<file path="src/rtl/npu_spi_tx_if.sv">
//-----------------------------------------------------------------------------
// npu_spi_tx_if
// Groups the request side and the SPI pin side of the NPU SPI transmitter.
//
// Handshake: start_transmission is a one-cycle request. It is accepted only
// when busy is low (transmitter idle); tx_data is sampled in that same cycle.
// Requests seen while busy is high are dropped, never queued. Completion is
// signalled by a one-cycle spi_16_bit_transmitted pulse, accompanied by
// all_transmitted on the last word of a result set.
//
// Signals:
//   start_transmission      requester -> tx  one-cycle send request
//   tx_data                 requester -> tx  word to send
//   spi_sclk/mosi/cs_n      tx -> pins       SPI mode 0 bus
//   spi_16_bit_transmitted  tx -> requester  frame done pulse
//   all_transmitted         tx -> requester  last-word done pulse
//   busy                    tx -> requester  frame in progress
//   tx_word_idx             tx -> requester  index of next word to send
//   state_dbg               tx -> observer   current FSM state encoding
//-----------------------------------------------------------------------------
`timescale 1ns/1ps
interface npu_spi_tx_if #(
  parameter int DATA_WIDTH = 16,
  parameter int IDX_WIDTH  = 4
);
  logic                  start_transmission;
  logic [DATA_WIDTH-1:0] tx_data;
  logic                  spi_sclk;
  logic                  spi_mosi;
  logic                  spi_cs_n;
  logic                  spi_16_bit_transmitted;
  logic                  all_transmitted;
  logic                  busy;
  logic [IDX_WIDTH-1:0]  tx_word_idx;
  logic [1:0]            state_dbg;

  modport master (
    output start_transmission, tx_data,
    input  spi_sclk, spi_mosi, spi_cs_n, spi_16_bit_transmitted,
           all_transmitted, busy, tx_word_idx, state_dbg
  );

  modport slave (
    input  start_transmission, tx_data,
    output spi_sclk, spi_mosi, spi_cs_n, spi_16_bit_transmitted,
           all_transmitted, busy, tx_word_idx, state_dbg
  );
endinterface

</file>
<file path="src/rtl/npu_spi_tx.sv">
//-----------------------------------------------------------------------------
// npu_spi_tx
// Serializes NPU result words onto an SPI mode 0 bus, MSB first. Each
// accepted request sends one DATA_WIDTH-bit frame; each SCLK half-period
// lasts CLK_DIV system clocks. A word index counts frames modulo NUM_WORDS
// and selects the next result word externally.
//
// Ports:
//   clk      system clock
//   reset_b  asynchronous active-low reset (aborts any frame in flight)
//   bus      npu_spi_tx_if.slave: request, SPI pins, status, state_dbg
//
// All bus outputs are registered; each is computed from the next state so
// the pins change in the same cycle the FSM enters a state.
//-----------------------------------------------------------------------------
`timescale 1ns/1ps
module npu_spi_tx #(
  parameter int DATA_WIDTH = 16,
  parameter int CLK_DIV    = 4,
  parameter int NUM_WORDS  = 10,
  parameter int IDX_WIDTH  = 4
) (
  input logic         clk,
  input logic         reset_b,
  npu_spi_tx_if.slave bus
);

  localparam int DIV_W = (CLK_DIV > 1) ? $clog2(CLK_DIV) : 1;
  localparam int BIT_W = (DATA_WIDTH > 1) ? $clog2(DATA_WIDTH) : 1;

  localparam logic [DIV_W-1:0]     DIV_LAST = DIV_W'(CLK_DIV - 1);
  localparam logic [BIT_W-1:0]     BIT_LAST = BIT_W'(DATA_WIDTH - 1);
  localparam logic [IDX_WIDTH-1:0] IDX_LAST = IDX_WIDTH'(NUM_WORDS - 1);

  typedef enum logic [1:0] {
    IDLE     = 2'd0,
    SHIFT_LO = 2'd1,
    SHIFT_HI = 2'd2,
    DONE     = 2'd3
  } state_t;

  state_t                state_q, state_d;
  logic [DIV_W-1:0]      cnt_q, cnt_d;
  logic [BIT_W-1:0]      bit_q, bit_d;
  logic [DATA_WIDTH-1:0] shift_q, shift_d;
  logic [IDX_WIDTH-1:0]  idx_q, idx_d;
  logic                  cs_n_q, cs_n_d;
  logic                  sclk_q, sclk_d;
  logic                  mosi_q, mosi_d;
  logic                  busy_q, busy_d;
  logic                  done_q, done_d;
  logic                  all_q, all_d;

  always_ff @(posedge clk or negedge reset_b) begin
    if (!reset_b) begin
      state_q <= IDLE;
      cnt_q   <= '0;
      bit_q   <= '0;
      shift_q <= '0;
      idx_q   <= '0;
      cs_n_q  <= 1'b1;
      sclk_q  <= 1'b0;
      mosi_q  <= 1'b0;
      busy_q  <= 1'b0;
      done_q  <= 1'b0;
      all_q   <= 1'b0;
    end else begin
      state_q <= state_d;
      cnt_q   <= cnt_d;
      bit_q   <= bit_d;
      shift_q <= shift_d;
      idx_q   <= idx_d;
      cs_n_q  <= cs_n_d;
      sclk_q  <= sclk_d;
      mosi_q  <= mosi_d;
      busy_q  <= busy_d;
      done_q  <= done_d;
      all_q   <= all_d;
    end
  end

  always_comb begin
    state_d = state_q;
    cnt_d   = cnt_q;
    bit_d   = bit_q;
    shift_d = shift_q;
    idx_d   = idx_q;

    case (state_q)
      IDLE: begin
        if (bus.start_transmission) begin
          state_d = SHIFT_LO;
          shift_d = bus.tx_data;
          bit_d   = '0;
          cnt_d   = '0;
        end
      end
      SHIFT_LO: begin
        if (cnt_q == DIV_LAST) begin
          cnt_d   = '0;
          state_d = SHIFT_HI;
        end else begin
          cnt_d = cnt_q + DIV_W'(1);
        end
      end
      SHIFT_HI: begin
        if (cnt_q == DIV_LAST) begin
          cnt_d = '0;
          if (bit_q == BIT_LAST) begin
            state_d = DONE;
          end else begin
            // Next bit moves into the MSB as SCLK falls.
            shift_d = shift_q << 1;
            bit_d   = bit_q + BIT_W'(1);
            state_d = SHIFT_LO;
          end
        end else begin
          cnt_d = cnt_q + DIV_W'(1);
        end
      end
      DONE: begin
        state_d = IDLE;
        idx_d   = (idx_q == IDX_LAST) ? '0 : idx_q + IDX_WIDTH'(1);
      end
      default: state_d = IDLE;
    endcase

    // Registered outputs are derived from the upcoming state.
    cs_n_d = !((state_d == SHIFT_LO) || (state_d == SHIFT_HI));
    sclk_d = (state_d == SHIFT_HI);
    mosi_d = cs_n_d ? 1'b0 : shift_d[DATA_WIDTH-1];
    busy_d = (state_d != IDLE);
    done_d = (state_d == DONE);
    // idx_q still holds this frame's index when DONE is being entered.
    all_d  = (state_d == DONE) && (idx_q == IDX_LAST);
  end

  assign bus.spi_cs_n               = cs_n_q;
  assign bus.spi_sclk               = sclk_q;
  assign bus.spi_mosi               = mosi_q;
  assign bus.busy                   = busy_q;
  assign bus.spi_16_bit_transmitted = done_q;
  assign bus.all_transmitted        = all_q;
  assign bus.tx_word_idx            = idx_q;
  assign bus.state_dbg              = state_q;

endmodule
</file>
<file path="src/flat_wrapper.sv">
// flat-port wrapper written by rule: the top's interface ports become plain ports
module npu_spi_tx_flat 
#(
  parameter int DATA_WIDTH = 16,
  parameter int CLK_DIV    = 4,
  parameter int NUM_WORDS  = 10,
  parameter int IDX_WIDTH  = 4
)
  (clk, reset_b, bus_start_transmission, bus_tx_data, bus_spi_sclk, bus_spi_mosi, bus_spi_cs_n, bus_spi_16_bit_transmitted, bus_all_transmitted, bus_busy, bus_tx_word_idx, bus_state_dbg);
  npu_spi_tx_if #(.DATA_WIDTH(DATA_WIDTH), .IDX_WIDTH(IDX_WIDTH)) bus_i ();
  input logic clk;
  input logic reset_b;
  input wire logic [$bits(bus_i.start_transmission)-1:0] bus_start_transmission;
  input wire logic [$bits(bus_i.tx_data)-1:0] bus_tx_data;
  output wire logic [$bits(bus_i.spi_sclk)-1:0] bus_spi_sclk;
  output wire logic [$bits(bus_i.spi_mosi)-1:0] bus_spi_mosi;
  output wire logic [$bits(bus_i.spi_cs_n)-1:0] bus_spi_cs_n;
  output wire logic [$bits(bus_i.spi_16_bit_transmitted)-1:0] bus_spi_16_bit_transmitted;
  output wire logic [$bits(bus_i.all_transmitted)-1:0] bus_all_transmitted;
  output wire logic [$bits(bus_i.busy)-1:0] bus_busy;
  output wire logic [$bits(bus_i.tx_word_idx)-1:0] bus_tx_word_idx;
  output wire logic [$bits(bus_i.state_dbg)-1:0] bus_state_dbg;
  assign bus_i.start_transmission = bus_start_transmission;
  assign bus_i.tx_data = bus_tx_data;
  assign bus_spi_sclk = bus_i.spi_sclk;
  assign bus_spi_mosi = bus_i.spi_mosi;
  assign bus_spi_cs_n = bus_i.spi_cs_n;
  assign bus_spi_16_bit_transmitted = bus_i.spi_16_bit_transmitted;
  assign bus_all_transmitted = bus_i.all_transmitted;
  assign bus_busy = bus_i.busy;
  assign bus_tx_word_idx = bus_i.tx_word_idx;
  assign bus_state_dbg = bus_i.state_dbg;
  npu_spi_tx #(.DATA_WIDTH(DATA_WIDTH), .CLK_DIV(CLK_DIV), .NUM_WORDS(NUM_WORDS), .IDX_WIDTH(IDX_WIDTH)) u_core (.clk(clk), .reset_b(reset_b), .bus(bus_i));
endmodule
</file>
<file path="config.mk">
export PLATFORM = sky130hd
export DESIGN_NAME = npu_spi_tx_flat
export DESIGN_NICKNAME = d
export VERILOG_FILES = /design/src/rtl/npu_spi_tx_if.sv /design/src/rtl/npu_spi_tx.sv /design/src/flat_wrapper.sv
export SDC_FILE = /design/constraint.sdc
export NUM_CORES = 1
export LEC_CHECK = 0
export BUFFER_PORTS_ARGS = -buffer_cell sky130_fd_sc_hd__buf_2
export CAP_MARGIN = 40
export CORE_MARGIN = 2
export CORE_UTILIZATION = 39
export CTS_CLUSTER_DIAMETER = 100
export DETAILED_ROUTE_END_ITERATION = 10
export PLACE_DENSITY = 0.57
export SYNTH_ARGS = -nofsm -noshare
export SYNTH_HDL_FRONTEND = slang
export SYNTH_SLANG_ARGS = --single-unit
</file>
<file path="constraint.sdc">
create_clock -name clk -period 6.2 [get_ports clk]
set_input_delay 1.24 -clock clk [delete_from_list [all_inputs] [get_ports clk]]
set_output_delay 1.24 -clock clk [all_outputs]
set_load 0.01 [all_outputs]
</file>
# [Word level (Yosys, flattened, before mapping)]
# Cells that the tools add are included.
[op_classes] add_sub_neg=3 muxes=18 n_eq_ne=12 n_reduce_logical=10
[ops] operator="16-bit two-way mux" count=3
[ops] operator="16-bit one-hot mux with 2 select lines" count=1
[ops] operator="4-bit two-way mux" count=4
[ops] operator="2-bit two-way mux" count=6
[ops] operator="2-bit == test (second input constant)" count=5
[ops] operator="4-bit by 1-bit adder with 4-bit output (second input constant)" count=2
[ops] operator="4-bit == test (second input constant)" count=2
[ops] operator="2-bit one-hot mux with 4 select lines" count=1
[ops] operator="4-bit one-hot mux with 2 select lines" count=1
[ops] operator="2-bit nonzero test" count=3
[ops] operator="2-bit by 1-bit == test with 1-bit output (second input constant)" count=2
[ops] operator="2-bit inequality test (second input constant)" count=2
[ops] operator="2-bit one-hot mux with 2 select lines" count=1
[ops] operator="4-bit AND reduction" count=1
[ops] operator="2-bit by 1-bit adder with 2-bit output (second input constant)" count=1
[ops] operator="2-bit logical NOT" count=1
[ops] operator="2-bit by 1-bit inequality test with 1-bit output (second input constant)" count=1
[ops] operator="2-bit AND reduction" count=1
[ops] operator="2-bit OR reduction" count=1
[ops] operator="1-bit logical AND" count=1
[ops] operator="1-bit logical NOT" count=1
[ops] operator="1-bit logical OR" count=1
[ops] operator="1-bit two-way mux" count=1
[totals] register_bits=34 input_bits=19 elab_cells=55

# [Depth between registers and ports, before layout]
[depth] word_depth=7 ltp_mapped=10 depth_no_buf=8

# [Worst setup path before layout]
# OpenSTA, ideal clock, no wires.
[synth_timing] path_type="input -> register" startpoint="in bus_start_transmission" endpoint="reg u_core.mosi_q, in the netlist u_core.bus.spi_mosi" t_arrival_ns=2.354 stages=8 n_path_buf=2 path_slack_ns=3.716 cell_sequence="and2_1 > buf_2 > buf_6 > o32a_1 > inv_2 > ha_1 > inv_1 > a31oi_1"
[synth_via] elab_chain_len=5 word_cells_on_any_way=8
[synth_lines] item="start: declaration" line="flat_wrapper.sv:13" rtl="input wire logic [$bits(bus_i.start_transmission)-1:0] bus_start_transmission;"
[synth_lines] item="2-bit two-way mux *" line="npu_spi_tx.sv:91" rtl="if (bus.start_transmission) begin"
[synth_lines] item="2-bit one-hot mux with 4 select lines *" line="npu_spi_tx.sv:89" rtl="case (state_q)"
[synth_lines] item="named net u_core.state_d[0]" line="npu_spi_tx.sv:42" rtl="state_t state_q, state_d;"
[synth_lines] item="2-bit by 1-bit == test with 1-bit output or 2-bit == test (tied branches)" line="npu_spi_tx.sv:129" rtl="cs_n_d = !((state_d == SHIFT_LO) || (state_d == SHIFT_HI));"
[synth_lines] item="1-bit logical OR *" line="npu_spi_tx.sv:129"
[synth_lines] item="1-bit two-way mux *" line="npu_spi_tx.sv:131" rtl="mosi_d = cs_n_d ? 1'b0 : shift_d[DATA_WIDTH-1];"
[synth_lines] item="named net u_core.mosi_d" line="npu_spi_tx.sv:49" rtl="logic mosi_q, mosi_d;"
[synth_lines] item="end signal: assignment" line="npu_spi_tx.sv:75" rtl="mosi_q <= mosi_d;"
[synth_lines] item="end: declaration" line="npu_spi_tx.sv:49"
# Mark *: on every way through the listed nets, which the timed path passes. The rest lies on a longest branch. The select of a mux whose other input is x is not followed.
# A chain may end at the register's enable or synchronous reset.

# [Final worst setup path]
# Same ends and word-level chain as after synthesis.

==> metrics <==
status=finished, final reports clean; final hold vios=0; layout cells sized above 1=33.52%; gr usage total=14.71%; largest area contributor in the netlist=dfrtp_1; Mean Syn Cell Area=12.21 sq um; Reg area=852.1 sq um; Synth Flop Type=dfrtp_1; Slew @ Worst Pin=0.7582 ns; setup slack after layout=3.642 ns; reg-to-reg slack, setup=3.68 ns; CP Launch Type=input pin; Initial Utilization=39.81%; number of synthesized flops with an enable pin=0; vias in the first global route=1317; Syn Std Cell Area=0.001856 sq mm; Post-CTS Resized=0; relative slew slack=49.46%; detailed-placement wirelength estimate=2500 um; Critical Path AT=2.76 ns; max-slew violations=0; Post-CTS Setup Bufs=0; cell count after placement=228; Reg power frac=39.2%; Non-Filler Instances=236; diode count=0; Filler cells=424; fin crit share=41.26%; FMAX=390.9 MHz; Switch Pwr=0.2962 mW; H-Tree Depth=2; Vias/cell=5.636; WHS Path Cells=1; #FFs+latches synth=34; antenna-violating nets left=0; R2R Path End=u_core.bus.all_transmitted; area growth from synthesis to final layout=12.88%; crit end category=flip-flop; CTS tree=built; die area=0.005325 sq mm; drt first pass iters=4; dpl ws=3.358 ns; Final Routed Wirelength=3599 um; Netlist cell types=44; initial antenna violation count=0; fin crit period=2.558 ns; Hold/Removal Path Class=flip-flop to flip-flop; DRC viols=0; 1st-iter DRT viols=75; Clock power frac=20.0%; # port buffers=30; row count=25; worst-path maximum fanout=16; Final GP Congestion=0.7603; area of the multi-input gates=903.4 sq um; total CTS buffers=5; die width=72.98 um; Fin Hold WS=0.5081 ns; Syn. warnings=0; Setup Skew=0.007174 ns; Syn Nets=181; Cells after Synth=152; Combinational Power Share=40.8%; Yosys top cell area share=44.50%; top cells by area, synth=dfrtp_1 (45%), a32o_1 (8.1%), mux2_4 (7.3%); Critical Path RT=6.40 ns; IO Pins=31; Clock Sinks=34; Worst Hold End=u_core.shift_q[0]; Leakage=1.016 nW; Core ar.=0.004661 sq mm; Post-synth ARST share=100.0%; Fin Setup TNS=0 ns; Final setup viols=0; Hold Path Origin=u_core.shift_q[0]; largest net degree at the start of global routing=35; CTS root buf=clkbuf_8; Internal=0.5442 mW; WL per Instance=15.25 um; nets=210; power per cell area=401.3 mW/mm^2; first-pass GRT wire length=6044 um; GRT Residual Overflow=0; peak supply drop=0.1122 mV; register area share after synthesis=45.92%; worst skew pair latency=0.28 ns; CTS Buffer Depth=2; Post-CTS Hold Buffers=0; Vias=1330; sw frac=35.24%; CTS clk-pin slew, worst paths=0.07 ns; RSZ-0062 raised after global routing=no; Max Cap Viol=0; Reg2Reg Depth=8; WS Path Type=input pin to flip-flop; Die Y=72.98 um; worst r2r src=u_core.bus.state_dbg[0]
-- layout by cell type, fill, tap and decap left out, types with 5 or more instances in the layout --
cell type and instances:
mux2_4 9, clkbuf_8 6, a32o_1 15, buf_2 30
dfrtp_1 33, inv_1 7, ha_1 10, nand2_1 6
mux2_2 8, nor2b_1 5
-- routing by layer --
metal / track usage [%] / share of wire (%)
met5: 0 / 0
met4: 4.733 / 0.94
met3: 5.110 / 4.7
met2: 23.23 / 49
met1: 18.93 / 46
-- synth_stat cells, types with 2 or more instances --
cell,n
a21o_1,2
o21ai_0,4
buf_6,3
nor2_1,4
nand2_1,6
mux2_4,9
mux2_2,8
dfrtp_1,33
nand4_1,4
nand3_1,3
ha_1,10
buf_2,2
nand2b_1,3
a32o_1,15
inv_1,7
a32oi_1,3
mux2i_1,3
nor2b_1,5
a31oi_1,2
and2_1,2
-- logic make-up after synthesis --
| kind of cell | after synthesis | share of synthesized area, % |
|---|---|---|
| AND/OR/NAND/NOR | 35 | 11.33 |
| adder cells (fa/ha/maj) | 10 | 6.743 |
| XOR/XNOR | 2 | 0.9442 |
| buffers and inverters | 16 | 5.394 |
| AO/OA/AOI/OAI | 35 | 15.91 |
| flip-flops | 34 | 45.92 |
| multiplexers | 20 | 13.76 |
-- worst max-delay path, stage by stage --
cell     delay [ns]
buf_2          0.15
and2_1         0.56
o32a_1         0.32
inv_2          0.05
ha_1           0.27
inv_1          0.05
a31oi_1        0.13
-- worst max-delay path by stage --
| stage | startpoint | endpoint | slack (ns) |
|---|---|---|---|
| 3_5_place_dp | bus_start_transmission | u_core.bus.spi_mosi | 3.36 |
| 2_1_floorplan | bus_start_transmission | u_core.bus.spi_mosi | 3.72 |
| 5_1_grt | u_core.bus.state_dbg[0] | u_core.bus.all_transmitted | 3.44 |
| 4_1_cts | bus_start_transmission | u_core.bus.spi_mosi | 3.65 |
| 6_report | bus_start_transmission | u_core.bus.spi_mosi | 3.64 |
| 3_3_place_gp | bus_start_transmission | u_core.bus.spi_mosi | 3.40 |
-- final cells by class --
type	instances	area share, %
Multi-Input combinational cell	102	43.13
Timing Repair Buffer	30	7.168
Clock buffer	7	4.122
Clock inverter	1	0.2389
Inverter	8	1.434
Sequential cell	34	40.68
Tap cell	54	3.226
-- registers in the layout, indices dropped and copies added, names as in the netlist --
register / count
u_core.cnt_q: 2
u_core.bit_q: 4
u_core.bus.all_transmitted: 1
u_core.bus.spi_mosi: 1
u_core.bus.tx_word_idx: 4
u_core.bus.busy: 1
u_core.bus.spi_16_bit_transmitted: 1
u_core.bus.state_dbg: 2
u_core.shift_q: 16
u_core.bus.spi_cs_n: 1
u_core.bus.spi_sclk: 1
-- metrics by stage --
step                      util, %  power (mW)  instance area [sq um]
after floorplan                 -      0.6101                   1856
after global placement      42.98      0.6638                   2003
after detailed placement    42.98      0.6782                   2003
after CTS                   44.94      0.8513                   2095
after global routing        44.94      0.9090                   2095
final                       44.94      0.8404                   2095
-- power by group through the flow --
stage | clock network, mW | logic (mW) | registers (mW)
global placement | 0 | 0.333 | 0.331
finish | 0.168 | 0.343 | 0.330
CTS | 0.175 | 0.347 | 0.329
floorplan | 0 | 0.277 | 0.333
detailed placement | 0 | 0.345 | 0.333
global route | 0.188 | 0.384 | 0.338
No activity file was read; power rests on OpenSTA's default activity.
